===== config.mk =====
export PLATFORM = sky130hd
export DESIGN_NAME = uart_rx_pkt_ctrl
export DESIGN_NICKNAME = d
export VERILOG_FILES = /design/src/rtl/uart_rx_pkt_ctrl.sv
export SDC_FILE = /design/constraint.sdc
export NUM_CORES = 1
export LEC_CHECK = 0
export ABC_AREA = 1
export CAP_MARGIN = 25
export CORE_UTILIZATION = 30
export CTS_CLUSTER_SIZE = 8
export DETAILED_ROUTE_END_ITERATION = 16
export SLEW_MARGIN = 10
export SYNTH_ARGS = -nofsm -noshare
export SYNTH_HDL_FRONTEND = slang
export SYNTH_SLANG_ARGS = --single-unit

===== constraint.sdc =====
create_clock -name i_clk -period 2.3 [get_ports i_clk]
set_input_delay 0.575 -clock i_clk [delete_from_list [all_inputs] [get_ports i_clk]]
set_output_delay 0.575 -clock i_clk [all_outputs]
set_load 0.03 [all_outputs]

===== src/rtl/uart_rx_pkt_ctrl.sv =====
// ---------------------------------------------------------------------------
// uart_rx_pkt_ctrl
//
// Packet controller behind the UART receiver. Hunts for SYNC_BYTE in the
// received byte stream, collects a length-prefixed payload into an internal
// buffer, checks an XOR checksum (XOR of LEN and every payload byte) and
// only then drains the payload downstream on a valid/ready stream.
// Frame: SYNC, LEN (1..MAX_LEN), LEN payload bytes, CSUM.
//
// Ports
//   i_clk        system clock
//   i_rst_n      asynchronous active-low reset
//   i_rx_data    received byte, valid when i_rx_done=1
//   i_rx_done    1-cycle pulse per received byte
//   o_pkt_data   payload byte, valid when o_pkt_valid=1
//   o_pkt_valid  payload byte available
//   i_pkt_ready  downstream accepts the byte (handshake = valid & ready)
//   o_pkt_last   final payload byte, qualified by o_pkt_valid
//   o_pkt_ok     1-cycle pulse: checksum good, drain starts
//   o_pkt_err    1-cycle pulse: error, code on o_err_code
//   o_err_code   0=checksum 1=length 2=overrun 3=timeout; holds until next error
//   o_busy       controller is not idle
//
// Build option
//   RX_PKT_TIMEOUT_EN  when defined, an inter-byte timeout of TIMEOUT_CYC
//                      cycles aborts a partial frame with error code 3.
//                      When undefined a partial frame waits indefinitely.
// ---------------------------------------------------------------------------
module uart_rx_pkt_ctrl #(
    parameter int unsigned       D_BITS      = 8,
    parameter int unsigned       MAX_LEN     = 16,
    parameter logic [D_BITS-1:0] SYNC_BYTE   = 8'hA5,
    parameter int unsigned       TIMEOUT_CYC = 5000
) (
    input  logic              i_clk,
    input  logic              i_rst_n,
    input  logic [D_BITS-1:0] i_rx_data,
    input  logic              i_rx_done,
    output logic [D_BITS-1:0] o_pkt_data,
    output logic              o_pkt_valid,
    input  logic              i_pkt_ready,
    output logic              o_pkt_last,
    output logic              o_pkt_ok,
    output logic              o_pkt_err,
    output logic [1:0]        o_err_code,
    output logic              o_busy
);

    localparam int unsigned CW = $clog2(MAX_LEN + 1);
    localparam int unsigned AW = (MAX_LEN > 1) ? $clog2(MAX_LEN) : 1;

    if (MAX_LEN < 1 || MAX_LEN >= (1 << D_BITS) || TIMEOUT_CYC < 2) begin : g_param_check
        $error("uart_rx_pkt_ctrl: MAX_LEN must be 1..2**D_BITS-1 and TIMEOUT_CYC >= 2");
    end

    typedef enum logic [2:0] {
        S_IDLE,
        S_LEN,
        S_PAYLOAD,
        S_CSUM,
        S_DRAIN
    } state_t;

    state_t            state;
    logic [CW-1:0]     len;
    logic [CW-1:0]     idx;
    logic [CW-1:0]     rd;
    logic [CW-1:0]     rd_next;
    logic [D_BITS-1:0] csum;
    logic [D_BITS-1:0] mem [MAX_LEN];

    logic [D_BITS-1:0] pkt_data;
    logic              pkt_valid;
    logic              pkt_last;
    logic              pkt_ok;
    logic              pkt_err;
    logic [1:0]        err_code;

    logic              len_bad;
    logic              expired;

    assign len_bad = (i_rx_data == '0) || (i_rx_data > D_BITS'(MAX_LEN));
    assign rd_next = rd + CW'(1);

`ifdef RX_PKT_TIMEOUT_EN
    localparam int unsigned TW = $clog2(TIMEOUT_CYC);

    logic [TW-1:0] tcnt;
    logic          active;

    // Counts idle cycles since the last accepted byte while a frame is open.
    // A byte in the expiry cycle suppresses the timeout.
    assign active  = (state == S_LEN) || (state == S_PAYLOAD) || (state == S_CSUM);
    assign expired = active && !i_rx_done && (tcnt == TW'(TIMEOUT_CYC - 1));

    always_ff @(posedge i_clk or negedge i_rst_n) begin
        if (!i_rst_n) begin
            tcnt <= '0;
        end else if (!active || i_rx_done || expired) begin
            tcnt <= '0;
        end else if (tcnt != '1) begin
            tcnt <= tcnt + TW'(1);
        end
    end
`else
    assign expired = 1'b0;
`endif

    // Payload buffer: no reset, contents only meaningful after a full frame.
    always_ff @(posedge i_clk) begin
        if (state == S_PAYLOAD && i_rx_done) begin
            mem[idx[AW-1:0]] <= i_rx_data;
        end
    end

    always_ff @(posedge i_clk or negedge i_rst_n) begin
        if (!i_rst_n) begin
            state     <= S_IDLE;
            len       <= '0;
            idx       <= '0;
            rd        <= '0;
            csum      <= '0;
            pkt_data  <= '0;
            pkt_valid <= 1'b0;
            pkt_last  <= 1'b0;
            pkt_ok    <= 1'b0;
            pkt_err   <= 1'b0;
            err_code  <= '0;
        end else begin
            pkt_ok  <= 1'b0;
            pkt_err <= 1'b0;
            unique case (state)
                S_IDLE: begin
                    if (i_rx_done && i_rx_data == SYNC_BYTE) begin
                        state <= S_LEN;
                    end
                end
                S_LEN: begin
                    if (i_rx_done) begin
                        if (len_bad) begin
                            pkt_err  <= 1'b1;
                            err_code <= 2'd1;
                            state    <= S_IDLE;
                        end else begin
                            len   <= CW'(i_rx_data);
                            csum  <= i_rx_data;
                            idx   <= '0;
                            state <= S_PAYLOAD;
                        end
                    end else if (expired) begin
                        pkt_err  <= 1'b1;
                        err_code <= 2'd3;
                        state    <= S_IDLE;
                    end
                end
                S_PAYLOAD: begin
                    if (i_rx_done) begin
                        csum <= csum ^ i_rx_data;
                        idx  <= idx + CW'(1);
                        if (idx == len - CW'(1)) begin
                            state <= S_CSUM;
                        end
                    end else if (expired) begin
                        pkt_err  <= 1'b1;
                        err_code <= 2'd3;
                        state    <= S_IDLE;
                    end
                end
                S_CSUM: begin
                    if (i_rx_done) begin
                        if (i_rx_data == csum) begin
                            // First byte is presented together with the ok pulse.
                            pkt_ok    <= 1'b1;
                            pkt_valid <= 1'b1;
                            pkt_data  <= mem[AW'(0)];
                            pkt_last  <= (len == CW'(1));
                            rd        <= '0;
                            state     <= S_DRAIN;
                        end else begin
                            pkt_err  <= 1'b1;
                            err_code <= 2'd0;
                            state    <= S_IDLE;
                        end
                    end else if (expired) begin
                        pkt_err  <= 1'b1;
                        err_code <= 2'd3;
                        state    <= S_IDLE;
                    end
                end
                S_DRAIN: begin
                    // Bytes arriving during the drain are dropped and flagged;
                    // the drain itself proceeds independently.
                    if (i_rx_done) begin
                        pkt_err  <= 1'b1;
                        err_code <= 2'd2;
                    end
                    if (i_pkt_ready) begin
                        if (pkt_last) begin
                            pkt_valid <= 1'b0;
                            pkt_last  <= 1'b0;
                            state     <= S_IDLE;
                        end else begin
                            rd       <= rd_next;
                            pkt_data <= mem[rd_next[AW-1:0]];
                            pkt_last <= (rd_next == len - CW'(1));
                        end
                    end
                end
                default: state <= S_IDLE;
            endcase
        end
    end

    assign o_pkt_data  = pkt_data;
    assign o_pkt_valid = pkt_valid;
    assign o_pkt_last  = pkt_last;
    assign o_pkt_ok    = pkt_ok;
    assign o_pkt_err   = pkt_err;
    assign o_err_code  = err_code;
    assign o_busy      = (state != S_IDLE);

endmodule


== Word-level counts from Yosys, hierarchy flattened ==
Memories as Yosys holds them, arrays and structs flattened.
Index checks and enable logic that the tools add are counted.
Word-level totals
  register bits after elaboration: 40
  memory bits (writable): 128
  input port bits: 12
  word-level logic and storage cells: 111
  memories: 1
Cells by class
  $add $sub $neg: 3
  $lt $le $gt $ge: 1
  eq/ne operators: 22
  mux-type cells: 55
  bitwise logic cells: 2
  reduce and logical (&&, ||, !) cells: 16
Memory list
  mem: depth 16, bits a word 8, rd ports 2, clocked after memory_dff 0, wr ports 1, RTL line 70  | logic [D_BITS-1:0] mem [MAX_LEN];
Operators by type and width (number)
  $mux 8: 7
  $mux 5: 7
  $pmux 8 s2: 2
  $mux 3: 8
  $ne 2x2->1 const B: 12
  $pmux 5 s2: 2
  $mux 1: 18
  $pmux 3 s5: 1
  $mux 2: 6
  $add 5x1->5 const B: 2
  $eq 5x5->1: 2
  $reduce_and 5->1: 2
  $eq 8x8->1: 1
  $eq 8x8->1 const B: 1
  $gt 8x5->1 const B: 1
  $logic_not 8->1: 1
  $reduce_and 4->1: 2
  $xor 8x8->8: 1
  $reduce_and 7->1: 1
  $eq 3x2->1 const B: 2
  $pmux 2 s3: 1
  $reduce_and 6->1: 1
  $reduce_bool 3->1: 2
  $eq 5x1->1 const B: 1
  other kinds (12): 15

== Depth between registers and ports, before layout ==
  depth after elaboration: 5
  gate-level depth with buffers: 14
  gate-level depth less buffers: 14

== Worst setup path before layout ==
No wires, ideal clock.
  path kind: register -> register
  start: register state[2]
  end: memory mem[3][0] (enable)
  library setup time: 370 ps
  arrival: 1483 ps
  slack: 447 ps
  cell stages (with the launch flop): 6
  path buffers: 0
  period minus slack after synthesis: 1853 ps
  cells stage by stage: dfrtp_1 -> nor2_1 -> nand2_2 -> nor2_2 -> nand2_1 -> nor2_1
Between the ends
  longest elaborated chain between the ends: 4
Ends and longest elaborated chain
  start: declaration: RTL line 64  | state_t state;
  start signal: assignment: RTL line 118  | state <= S_IDLE;
  start signal: assignment: RTL line 135  | state <= S_LEN;
  start signal: assignment: RTL line 143  | state <= S_IDLE;
  $eq 3x2->1: RTL line 111  | if (state == S_PAYLOAD && i_rx_done) begin
  $logic_and 1x1->1: RTL line 111
  $mux 1: RTL line 111
  $mux 1 (not written as such): RTL line 112  | mem[idx[AW-1:0]] <= i_rx_data;
  end: declaration: RTL line 70
No other way between the ends.

== Final worst setup path ==
  start: register state[0]
  end: output port o_busy
Between the ends
  longest elaborated chain between the ends: 1
Ends and longest elaborated chain
  $reduce_bool 3->1: RTL line 220  | assign o_busy = (state != S_IDLE);
  end: declaration: RTL line 46  | output logic o_busy
No other way between the ends.

==> impl_metrics.ini <==
[sta]
max_freq_ghz = 0.459
setup_viol = 0
fin_setup_tns_ns = 0
clock_skew_ns = 0.00772
hold_viol = 0
tightestPinTransition_ns = 0.557
max-slew-margin-rel = 0.629
min_period_ns = 2.18
finalWorstSetupSlack_ns = 0.119
rsz0062_at_grt = false
drv_slew = 0
period_share = 0.948

[cts]
clk-insertion-delay-late_ns = 0.43
cts_sinks = 168
clkTransAtPathRegs_ns = 0.07
h-tree-depth = 4
cts_buffers = 17
cts_root_buf = clkbuf_16
postCtsSetupRepairBufs = 0
clk_path_buf_depth = 2
cts_tree = built

[synthesis]
syn-num-nets = 915
yosysTopAreaCell = edfxtp_1
ys_ff_latch = 168
synth_top_area_frac = 0.483
avgSynthCellArea_um2 = 8.88
syn-cell-area_um2 = 7950
ys_types = 26
yosysWarnings = 0
ys_seq_area_frac = 0.609
syn_inst = 896
synth_area_leaders = edfxtp_1, nand2_1, dfrtp_1, nand3_1, inv_1

[floorplanning]
die_w_um = 165
start_util = 0.305
core_um2 = 26100
die_y_um = 165
io_pins = 27
dieArea_um2 = 27200
fp-row-count = 59

[layout]
area_growth_pct = 20.8
fin_util = 0.369
drive_gt1_frac = 0.108
fill_cells = 2607
final_common_cell = nand2_1
n_antenna_cell = 0
mostFrequentLayoutCells = nand2_1, inv_1, edfxtp_1
nets = 994
fin_cells = 1323

[drt]
wl_per_cell_um = 14.7
vias = 5950
drt_iter0_markers = 452
drc_errors = 0
viasPerCell = 4.50
firstDrtPassIters = 7
routed_wl_um = 19500
ant_nets = 0

[global_routing]
first_global_vias = 5790
grt_pass1_wl_um = 31200
overflow = 0
grt_max_degree = 43
grtUsageTotal = 0.154
antenna_found_initial = 0

[placed_design]
port-buffer-count = 26
place_ws_ns = -0.0887
dp.cells = 1291
gp_congestion = 0.819
dp_hpwl_um = 13300

[outcome]
status = finished, final reports clean

[worst_setup_path]
required_ns = 1.73
crit_path_end_kind = output pin
critPathArrivalTime_ns = 1.61
start_kind = register
crit_type = register to output pin
crit_path_max_fanout = 4
r2r_setup_slack_ns = 0.31

[worst_hold_path]
hold_path.class = primary input to asynchronous set/reset pin

[power]
power_per_cell_area_nw_per_um2 = 834
leakage_nw = 4.38
ir_drop_mv = 0.581
power.total_mw = 8.01

[run]
drv_cap = 0
## cells in the mapped netlist
library cell and instances:
nand2_1 324, inv_1 137, edfxtp_1 128, nand3_1 112, nor2_1 51, dfrtp_1 40
buf_2 14, clkbuf_1 14, o21ai_0 14, o21ai_1 13, a21oi_1 11, ha_1 7
nand4_1 6, xor2_1 6, inv_2 3, buf_1 2, nand3b_1 2, nor2_2 2
nor3_1 2, xnor2_1 2, a31oi_1 1, buf_4 1, mux2i_1 1, nand2_2 1
xnor2_2 1, xor2_2 1
## what timing repair did
item / 4_1_cts / 5_1_grt
hold buffers: 0 / 0
gates resized for setup: 1 / 1
setup endpoints to repair: 1 / 1
## stage by stage
step                hold slack (ns)  area (um^2)
floorplan                     0.279         7950
global placement              0.471         9030
detailed placement            0.466         9030
CTS                           0.230         9610
global route                  0.265         9610
finish                        0.206         9610
## worst paths after layout
path / startpoint / end / cells after the start
worst max-delay path: state[0] / o_busy / 5
worst min-delay path: i_rst_n / o_pkt_data[2] / 2
worst max register to register: rd[0] / o_pkt_data[3] / 11
worst min register to register: o_pkt_data[5] / o_pkt_data[5] / 2
max in group asynchronous: i_rst_n / rd[0] / 2
min in group i_clk: o_pkt_data[5] / o_pkt_data[5] / 2
## where the power goes
part / internal [mW] / switching (mW) / total (mW)
clock network: 1.60 / 1.22 / 2.83
registers: 3.47 / 0.184 / 3.66
logic: 0.550 / 0.979 / 1.53
## layer usage
metal  up-vias  GRT usage  part of all wire
met4         0     0.0592             0.025
met2       136      0.258              0.49
met5         -          0                 0
met3        31     0.0337             0.051
li1       3006          -                 -
met1      2777      0.194              0.43
## logic make-up after synthesis
family | Yosys count | share of synthesized area
XOR/XNOR | 10 | 0.0129
flip-flops | 168 | 0.609
AND/OR/NAND/NOR | 500 | 0.258
AO/OA/AOI/OAI | 39 | 0.0247
buffers and inverters | 171 | 0.0834
adder cells (fa/ha/maj) | 7 | 0.0110
multiplexers | 1 | 0.00126
## flip-flops by register name, indices dropped and copies added, names as in the netlist, 2 cells and up
register and flops:
mem 128, state 3, len 5, csum 8
idx 5, o_pkt_data 8, rd 5, o_err_code 2
## worst max-delay path, cell delays in order, from the launching register on
cell and delay, ns:
dfrtp_1 0.42, nor2_2 0.15, inv_1 0.06, nor2_1 0.14, inv_1 0.06, dlygate4sd2_1 0.35
## area by class of cell
class | count | area, um^2 | share of cell area
clock inverter | 15 | 151 | 0.0158
multi-input combinational | 557 | 2450 | 0.255
tap | 335 | 419 | 0.0436
timing repair buffer | 91 | 792 | 0.0824
clock buffer | 17 | 425 | 0.0443
sequential | 168 | 4850 | 0.504
inverter | 140 | 526 | 0.0547
(Power assumes the default switching activity.)
